===== src/rtl/bus_pkg.sv =====
// Shared types for the 8088 minimum-mode bus-cycle controller and the
// memory/I/O models that reuse its address decoder.
package bus_pkg;

  // Decoded target of a bus cycle; the first four values index cs bits.
  typedef enum logic [2:0] {
    MEM0 = 3'd0,
    MEM1 = 3'd1,
    IO0  = 3'd2,
    IO1  = 3'd3,
    MISS = 3'd4
  } region_e;

  // Bus-cycle sequencer states.
  typedef enum logic [2:0] {
    IDLE  = 3'd0,
    ADDR  = 3'd1,
    WAIT  = 3'd2,
    XFER  = 3'd3,
    DRAIN = 3'd4
  } state_e;

  // Wait-state count, 0..7.
  typedef logic [2:0] ws_t;

  // Width of the one-hot chip-select vector.
  localparam int CS_W = 4;

endpackage


===== src/rtl/bus_cycle_ctrl_if.sv =====
// Local-bus signal bundle: processor-side pins plus the decoded device
// controls. The master is the processor/bench, the slave is the controller.
interface bus_cycle_ctrl_if;
  import bus_pkg::*;

  logic            ALE;
  logic            RD;
  logic            WR;
  logic            IOM;
  logic [11:0]     A;
  logic [7:0]      AD;
  logic            READY;
  logic [19:0]     addr;
  logic [CS_W-1:0] cs;
  logic            oe;
  logic            we;
  logic            err;

  modport master (
    output ALE, RD, WR, IOM, A, AD,
    input  READY, addr, cs, oe, we, err
  );

  modport slave (
    input  ALE, RD, WR, IOM, A, AD,
    output READY, addr, cs, oe, we, err
  );

endinterface


===== src/rtl/bus_addr_decode.sv =====
// Combinational region decoder: maps a latched 20-bit address and the
// IO/M qualifier onto one of the four regions, or MISS.
module bus_addr_decode
  import bus_pkg::*;
#(
  parameter logic [11:0] IO0_BASE = 12'h000,
  parameter logic [11:0] IO1_BASE = 12'h001
) (
  input  logic [19:0] i_addr,
  input  logic        i_iom,
  output region_e     o_region
);

  // Memory splits on A19; I/O ports match on the 16-byte block addr[15:4].
  // IO0 wins if both bases are configured equal.
  always_comb begin
    o_region = MISS;
    if (!i_iom) begin
      o_region = i_addr[19] ? MEM1 : MEM0;
    end else if (i_addr[15:4] == IO0_BASE) begin
      o_region = IO0;
    end else if (i_addr[15:4] == IO1_BASE) begin
      o_region = IO1;
    end
  end

  // Address bits that play no part in region selection.
  logic w_unused_bits;
  assign w_unused_bits = ^{i_addr[18:16], i_addr[3:0]};

endmodule


===== src/rtl/bus_cycle_ctrl.sv =====
// Bus-cycle controller: latches the multiplexed address on ALE, decodes the
// target region, drives one-hot cs with oe/we, and stretches the cycle with
// per-region wait states by holding READY low.
module bus_cycle_ctrl
  import bus_pkg::*;
#(
  parameter ws_t         MEM0_WS  = 3'd0,
  parameter ws_t         MEM1_WS  = 3'd2,
  parameter ws_t         IO0_WS   = 3'd1,
  parameter ws_t         IO1_WS   = 3'd3,
  parameter logic [11:0] IO0_BASE = 12'h000,
  parameter logic [11:0] IO1_BASE = 12'h001
) (
  input logic             CLK,
  input logic             RESET,
  bus_cycle_ctrl_if.slave bus
);

  state_e          r_state;
  state_e          w_state_next;
  logic [19:0]     r_addr;
  logic [19:0]     w_addr_next;
  logic            r_iom;
  logic            w_iom_next;
  logic [CS_W-1:0] r_cs;
  logic [CS_W-1:0] w_cs_next;
  logic            r_oe;
  logic            w_oe_next;
  logic            r_we;
  logic            w_we_next;
  logic            r_ready;
  logic            w_ready_next;
  logic            r_err;
  logic            w_err_next;
  ws_t             r_wcnt;
  ws_t             w_wcnt_next;

  region_e         w_region;
  ws_t             w_ws;
  logic [CS_W-1:0] w_region_cs;
  logic            w_rd_low;
  logic            w_wr_low;
  logic            w_strobes_high;

  assign w_rd_low       = ~bus.RD;
  assign w_wr_low       = ~bus.WR;
  assign w_strobes_high = bus.RD & bus.WR;

  // Region comes from the latched address, so it is stable throughout ADDR.
  bus_addr_decode #(
    .IO0_BASE (IO0_BASE),
    .IO1_BASE (IO1_BASE)
  ) u_decode (
    .i_addr   (r_addr),
    .i_iom    (r_iom),
    .o_region (w_region)
  );

  // One-hot select per region; MISS matches no bit and yields all zeros.
  genvar gi;
  generate
    for (gi = 0; gi < CS_W; gi++) begin : g_cs
      assign w_region_cs[gi] = (w_region == region_e'(3'(gi)));
    end
  endgenerate

  // Wait-state count for the decoded region.
  always_comb begin
    w_ws = 3'd0;
    case (w_region)
      MEM0:    w_ws = MEM0_WS;
      MEM1:    w_ws = MEM1_WS;
      IO0:     w_ws = IO0_WS;
      IO1:     w_ws = IO1_WS;
      default: w_ws = 3'd0;
    endcase
  end

  // Next-state and next-output logic; every output is registered below.
  always_comb begin
    w_state_next = r_state;
    w_addr_next  = r_addr;
    w_iom_next   = r_iom;
    w_cs_next    = r_cs;
    w_oe_next    = r_oe;
    w_we_next    = r_we;
    w_ready_next = r_ready;
    w_err_next   = 1'b0;
    w_wcnt_next  = r_wcnt;

    case (r_state)
      IDLE: begin
        // A strobe without a preceding ALE is not a cycle: ignore it.
        if (bus.ALE) begin
          w_addr_next  = {bus.A, bus.AD};
          w_iom_next   = bus.IOM;
          w_state_next = ADDR;
        end
      end

      ADDR: begin
        if (bus.ALE) begin
          w_addr_next = {bus.A, bus.AD};
          w_iom_next  = bus.IOM;
        end else if (w_rd_low && w_wr_low) begin
          w_err_next   = 1'b1;
          w_state_next = DRAIN;
        end else if (w_rd_low || w_wr_low) begin
          if (w_region == MISS) begin
            w_err_next   = 1'b1;
            w_state_next = DRAIN;
          end else begin
            // Direction is captured here and held for the rest of the cycle.
            w_cs_next   = w_region_cs;
            w_oe_next   = w_rd_low;
            w_we_next   = w_wr_low;
            w_wcnt_next = w_ws;
            if (w_ws != 3'd0) begin
              w_ready_next = 1'b0;
              w_state_next = WAIT;
            end else begin
              w_state_next = XFER;
            end
          end
        end
      end

      WAIT: begin
        if (bus.ALE) begin
          w_err_next   = 1'b1;
          w_cs_next    = '0;
          w_oe_next    = 1'b0;
          w_we_next    = 1'b0;
          w_ready_next = 1'b1;
          w_wcnt_next  = 3'd0;
          w_addr_next  = {bus.A, bus.AD};
          w_iom_next   = bus.IOM;
          w_state_next = ADDR;
        end else begin
          // READY rises on the edge where the count reaches zero, giving
          // exactly WS low cycles counted from the cs assertion.
          w_wcnt_next = r_wcnt - 3'd1;
          if (r_wcnt == 3'd1) begin
            w_ready_next = 1'b1;
            w_state_next = XFER;
          end
        end
      end

      XFER: begin
        if (bus.ALE) begin
          w_err_next   = 1'b1;
          w_cs_next    = '0;
          w_oe_next    = 1'b0;
          w_we_next    = 1'b0;
          w_ready_next = 1'b1;
          w_wcnt_next  = 3'd0;
          w_addr_next  = {bus.A, bus.AD};
          w_iom_next   = bus.IOM;
          w_state_next = ADDR;
        end else if (w_strobes_high) begin
          w_cs_next    = '0;
          w_oe_next    = 1'b0;
          w_we_next    = 1'b0;
          w_state_next = IDLE;
        end
      end

      DRAIN: begin
        if (w_strobes_high) begin
          w_state_next = IDLE;
        end
      end

      default: begin
        w_state_next = IDLE;
      end
    endcase
  end

  // State and output registers with synchronous reset.
  always_ff @(posedge CLK) begin
    if (RESET) begin
      r_state <= IDLE;
      r_addr  <= '0;
      r_iom   <= 1'b0;
      r_cs    <= '0;
      r_oe    <= 1'b0;
      r_we    <= 1'b0;
      r_ready <= 1'b1;
      r_err   <= 1'b0;
      r_wcnt  <= 3'd0;
    end else begin
      r_state <= w_state_next;
      r_addr  <= w_addr_next;
      r_iom   <= w_iom_next;
      r_cs    <= w_cs_next;
      r_oe    <= w_oe_next;
      r_we    <= w_we_next;
      r_ready <= w_ready_next;
      r_err   <= w_err_next;
      r_wcnt  <= w_wcnt_next;
    end
  end

  assign bus.READY = r_ready;
  assign bus.addr  = r_addr;
  assign bus.cs    = r_cs;
  assign bus.oe    = r_oe;
  assign bus.we    = r_we;
  assign bus.err   = r_err;

endmodule


===== src/flat_wrapper.sv =====
// flat-port wrapper written by rule: the top's interface ports become plain ports
module bus_cycle_ctrl_flat import bus_pkg::*;
#(
  parameter ws_t         MEM0_WS  = 3'd0,
  parameter ws_t         MEM1_WS  = 3'd2,
  parameter ws_t         IO0_WS   = 3'd1,
  parameter ws_t         IO1_WS   = 3'd3,
  parameter logic [11:0] IO0_BASE = 12'h000,
  parameter logic [11:0] IO1_BASE = 12'h001
)
  (CLK, RESET, bus_ALE, bus_RD, bus_WR, bus_IOM, bus_A, bus_AD, bus_READY, bus_addr, bus_cs, bus_oe, bus_we, bus_err);
  bus_cycle_ctrl_if bus_i ();
  input logic CLK;
  input logic RESET;
  input wire logic [$bits(bus_i.ALE)-1:0] bus_ALE;
  input wire logic [$bits(bus_i.RD)-1:0] bus_RD;
  input wire logic [$bits(bus_i.WR)-1:0] bus_WR;
  input wire logic [$bits(bus_i.IOM)-1:0] bus_IOM;
  input wire logic [$bits(bus_i.A)-1:0] bus_A;
  input wire logic [$bits(bus_i.AD)-1:0] bus_AD;
  output wire logic [$bits(bus_i.READY)-1:0] bus_READY;
  output wire logic [$bits(bus_i.addr)-1:0] bus_addr;
  output wire logic [$bits(bus_i.cs)-1:0] bus_cs;
  output wire logic [$bits(bus_i.oe)-1:0] bus_oe;
  output wire logic [$bits(bus_i.we)-1:0] bus_we;
  output wire logic [$bits(bus_i.err)-1:0] bus_err;
  assign bus_i.ALE = bus_ALE;
  assign bus_i.RD = bus_RD;
  assign bus_i.WR = bus_WR;
  assign bus_i.IOM = bus_IOM;
  assign bus_i.A = bus_A;
  assign bus_i.AD = bus_AD;
  assign bus_READY = bus_i.READY;
  assign bus_addr = bus_i.addr;
  assign bus_cs = bus_i.cs;
  assign bus_oe = bus_i.oe;
  assign bus_we = bus_i.we;
  assign bus_err = bus_i.err;
  bus_cycle_ctrl #(.MEM0_WS(MEM0_WS), .MEM1_WS(MEM1_WS), .IO0_WS(IO0_WS), .IO1_WS(IO1_WS), .IO0_BASE(IO0_BASE), .IO1_BASE(IO1_BASE)) u_core (.CLK(CLK), .RESET(RESET), .bus(bus_i));
endmodule

===== config.mk =====
export PLATFORM = sky130hd
export DESIGN_NAME = bus_cycle_ctrl_flat
export DESIGN_NICKNAME = d
export VERILOG_FILES = /design/src/rtl/bus_pkg.sv /design/src/rtl/bus_cycle_ctrl_if.sv /design/src/rtl/bus_addr_decode.sv /design/src/rtl/bus_cycle_ctrl.sv /design/src/flat_wrapper.sv
export SDC_FILE = /design/constraint.sdc
export NUM_CORES = 1
export LEC_CHECK = 0
export CORE_MARGIN = 2
export CORE_UTILIZATION = 44
export DETAILED_ROUTE_END_ITERATION = 10
export GPL_TIMING_DRIVEN = 0
export PLACE_DENSITY = 0.84
export SYNTH_ARGS = -nofsm -noshare
export SYNTH_HDL_FRONTEND = slang
export SYNTH_SLANG_ARGS = --single-unit

===== constraint.sdc =====
create_clock -name CLK -period 2.6 [get_ports CLK]
set_input_delay 0.78 -clock CLK [delete_from_list [all_inputs] [get_ports CLK]]
set_output_delay 0.78 -clock CLK [all_outputs]
set_load 0.01 [all_outputs]

==> impl_metrics.env <==
export IMPL_dpl_hpwl_um=2750
export IMPL_dieWidth_um=63.6
export IMPL_synth_warnings=0
export IMPL_use_met1_pct=25.4
export IMPL_cap_violations=0
export IMPL_clock_fmax_mhz=423
export IMPL_clock_latency_ps=360
export IMPL_synth_seq_cells=35
export IMPL_io_buffers=52
export IMPL_syn_num_nets=217
export IMPL_synth_edf_count=0
export IMPL_drc=0
export IMPL_cts_resized=0
export IMPL_crit_type="in -> reg"
export IMPL_fp_row_count=21
export IMPL_clk_pin_slew_ps=120
export IMPL_r2r_cells=5
export IMPL_finalMaxSlewViolations=0
export IMPL_grt_met2_usage_pct=31.8
export IMPL_cts_buffers=5
export IMPL_yosysUniqueCellTypes=43
export IMPL_setup_slack_ps=234
export IMPL_critPathRequiredTime_ps=2900
export IMPL_worst_path_max_fanout=6
export IMPL_num_antenna_cells=0
export IMPL_wl_per_cell_um=13.0
export IMPL_clockBufferDepth=2
export IMPL_grt_pass1_vias=1445
export IMPL_ys_flop_type="dfxtp_1"
export IMPL_grt_max_degree=14
export IMPL_wl_um=3820
export IMPL_dp_cells=287
export IMPL_holdCritStartpoint="u_core.bus.addr[16]"
export IMPL_cts_root_buf="clkbuf_4"
export IMPL_hp_class="reg -> reg"
export IMPL_grtUsageMet3_pct=9.29
export IMPL_hold_depth=2
export IMPL_setup_tns_ps=0
export IMPL_hold_viol=0
export IMPL_tightest_slew_ps=529
export IMPL_skew_ps=13.1
export IMPL_layoutNonFillerInstCount=295
export IMPL_antenna_found_initial=0
export IMPL_synth_area_per_cell_um2=8.26
export IMPL_synth_async_sr_flop_share_pct=0
export IMPL_rr_endpoint="u_core.bus.READY"
export IMPL_total_power_uw=1180
export IMPL_coreArea_um2=3360
export IMPL_cp_start_kind="input pin"
export IMPL_syn_to_final_growth_pct=41.0
export IMPL_timing_rr_start="u_core.bus.addr[5]"
export IMPL_cp_arrival_ps=2670
export IMPL_p_leak_uw=0.000817
export IMPL_dp_slack_ps=-120
export IMPL_final_cell_mix="clkdlybuf4s50_1, nand2_1, dfxtp_1, a21oi_1, nor2_1"
export IMPL_fin_nets=276
export IMPL_grt_busiest_layer="met2"
export IMPL_fin_crit_sh_pct=91.0
export IMPL_relSlewSlack_pct=64.5
export IMPL_grtUsageTotal_pct=20.3
export IMPL_grt_ovfl_total=0
export IMPL_cts_tree="done"
export IMPL_status="finished, final reports clean"
export IMPL_rsz0062_at_grt="false"
export IMPL_whs_ps=463
export IMPL_drt_iter0_drc=93
export IMPL_vias=1525
export IMPL_synth_area_um2=1560
export IMPL_ant_nets=0
export IMPL_ff2ff_setup_slack_ps=630
export IMPL_p_per_area_nw_per_um2=535
export IMPL_first_pass_iters=4
export IMPL_grt_pass1_wl_um=6560
export IMPL_die_y_um=63.6
export IMPL_synthCells=189
export IMPL_cp_end_kind="flip-flop"
export IMPL_cts_hold_buf=0
export IMPL_finalCriticalPeriod_ps=2370
export IMPL_mostFrequentLayoutCell="clkdlybuf4s50_1"
export IMPL_peakVddDrop_mv=0.374
export IMPL_post_cts_buffers=0
export IMPL_finalSetupViolations=0
export IMPL_clock_sinks=35
export IMPL_drive_gt1_share_pct=7.23
export IMPL_min_to="u_core.bus.addr[16]"
export IMPL_fp_dieArea_um2=4040
export IMPL_pin_count=54
export IMPL_cts_htree_levels=2
export IMPL_viasPerCell=5.17
export IMPL_place_congestion=0.950
export IMPL_start_util_pct=46.4
export IMPL_seq_area_frac_synth_pct=44.9
[through the flow]
stage / util, % / instance area, µm²
floorplan: - / 1560
global placement: 63.6 / 2140
detailed placement: 63.6 / 2140
CTS: 65.4 / 2200
global route: 65.4 / 2200
finish: 65.4 / 2200
[layer usage]
metal / share of wire, % / wire, µm
met1: 42 / 1600
met2: 49 / 1860
met3: 8.2 / 315
met4: 1.2 / 44
met5: 0 / 0
[sequential cells by signal (all words and copies together) (netlist names)]
signal and flops:
u_core.bus.err 1, u_core.r_state 3, u_core.bus.addr 20, u_core.bus.we 1
u_core.bus.cs 4, u_core.bus.READY 1, u_core.bus.oe 1, u_core.r_iom 1
u_core.r_wcnt 3
[synth_stat cells (all sizes together), types with 2 or more instances]
master   number  area, µm²
nor2b         4       32.5
o2bb2ai       4       35.0
buf           2       12.5
a21oi        26        130
and3          2       12.5
o22ai         2       12.5
clkbuf        9       33.8
or2           2       12.5
nand3         3       15.0
a31oi         2       12.5
nand2        46        173
nor4          4       55.1
a211o         2       17.5
ha            2       25.0
dfxtp        35        701
nand2b        3       18.8
inv           5       18.8
nor3          5       30.0
o21ai         2       10.0
or4           2       18.8
a211oi        3       22.5
nor2         10       37.5
[area by class of cell]
cell class,count,area [µm²]
Inverter,5,18.8
Multi-Input combinational cell,138,795
Timing Repair Buffer,52,520
Fill cell,309,1160
Buffer,11,46.3
Clock buffer,5,37.5
Sequential cell,35,701
Clock inverter,3,23.8
Tap cell,46,57.6
[kinds of logic (layout without fill, tap and decap cells)]
group	after synthesis	count (layout)	synth area share [%]
and+or+nand+nor	86	86	28.4
adders and majority gates	2	2	1.60
buffers and inverters	16	76	4.17
AOI/OAI and AO/OA	49	49	20.3
DFF	35	35	44.9
muxes	1	1	0.642
[worst max path at each step]
| stage | slack [ps] | to | startpoint | cells past startpoint |
|---|---|---|---|---|
| after detailed placement | -120 | u_core.bus.cs[2] | bus_WR | 6 |
| final | 230 | u_core.bus.cs[2] | bus_WR | 6 |
| after global placement | -110 | u_core.bus.cs[2] | bus_WR | 6 |
| after floorplan | 410 | u_core.bus.cs[2] | bus_ALE | 6 |
| after CTS | 240 | u_core.bus.cs[2] | bus_WR | 6 |
| after global routing | 150 | u_core.bus.cs[2] | bus_RD | 6 |
[critical path: stages]
cell and delay (ps):
clkdlybuf4s50_1 570, nor2_1 140, a21o_1 170, a311o_1 370, or4_1 490, a21oi_1 150
[report_power, final]
| group | internal (µW) | switching (µW) |
|---|---|---|
| logic | 136 | 125 |
| registers | 569 | 29.0 |
| clock network | 108 | 209 |
Power figures use the tool's default switching activity.
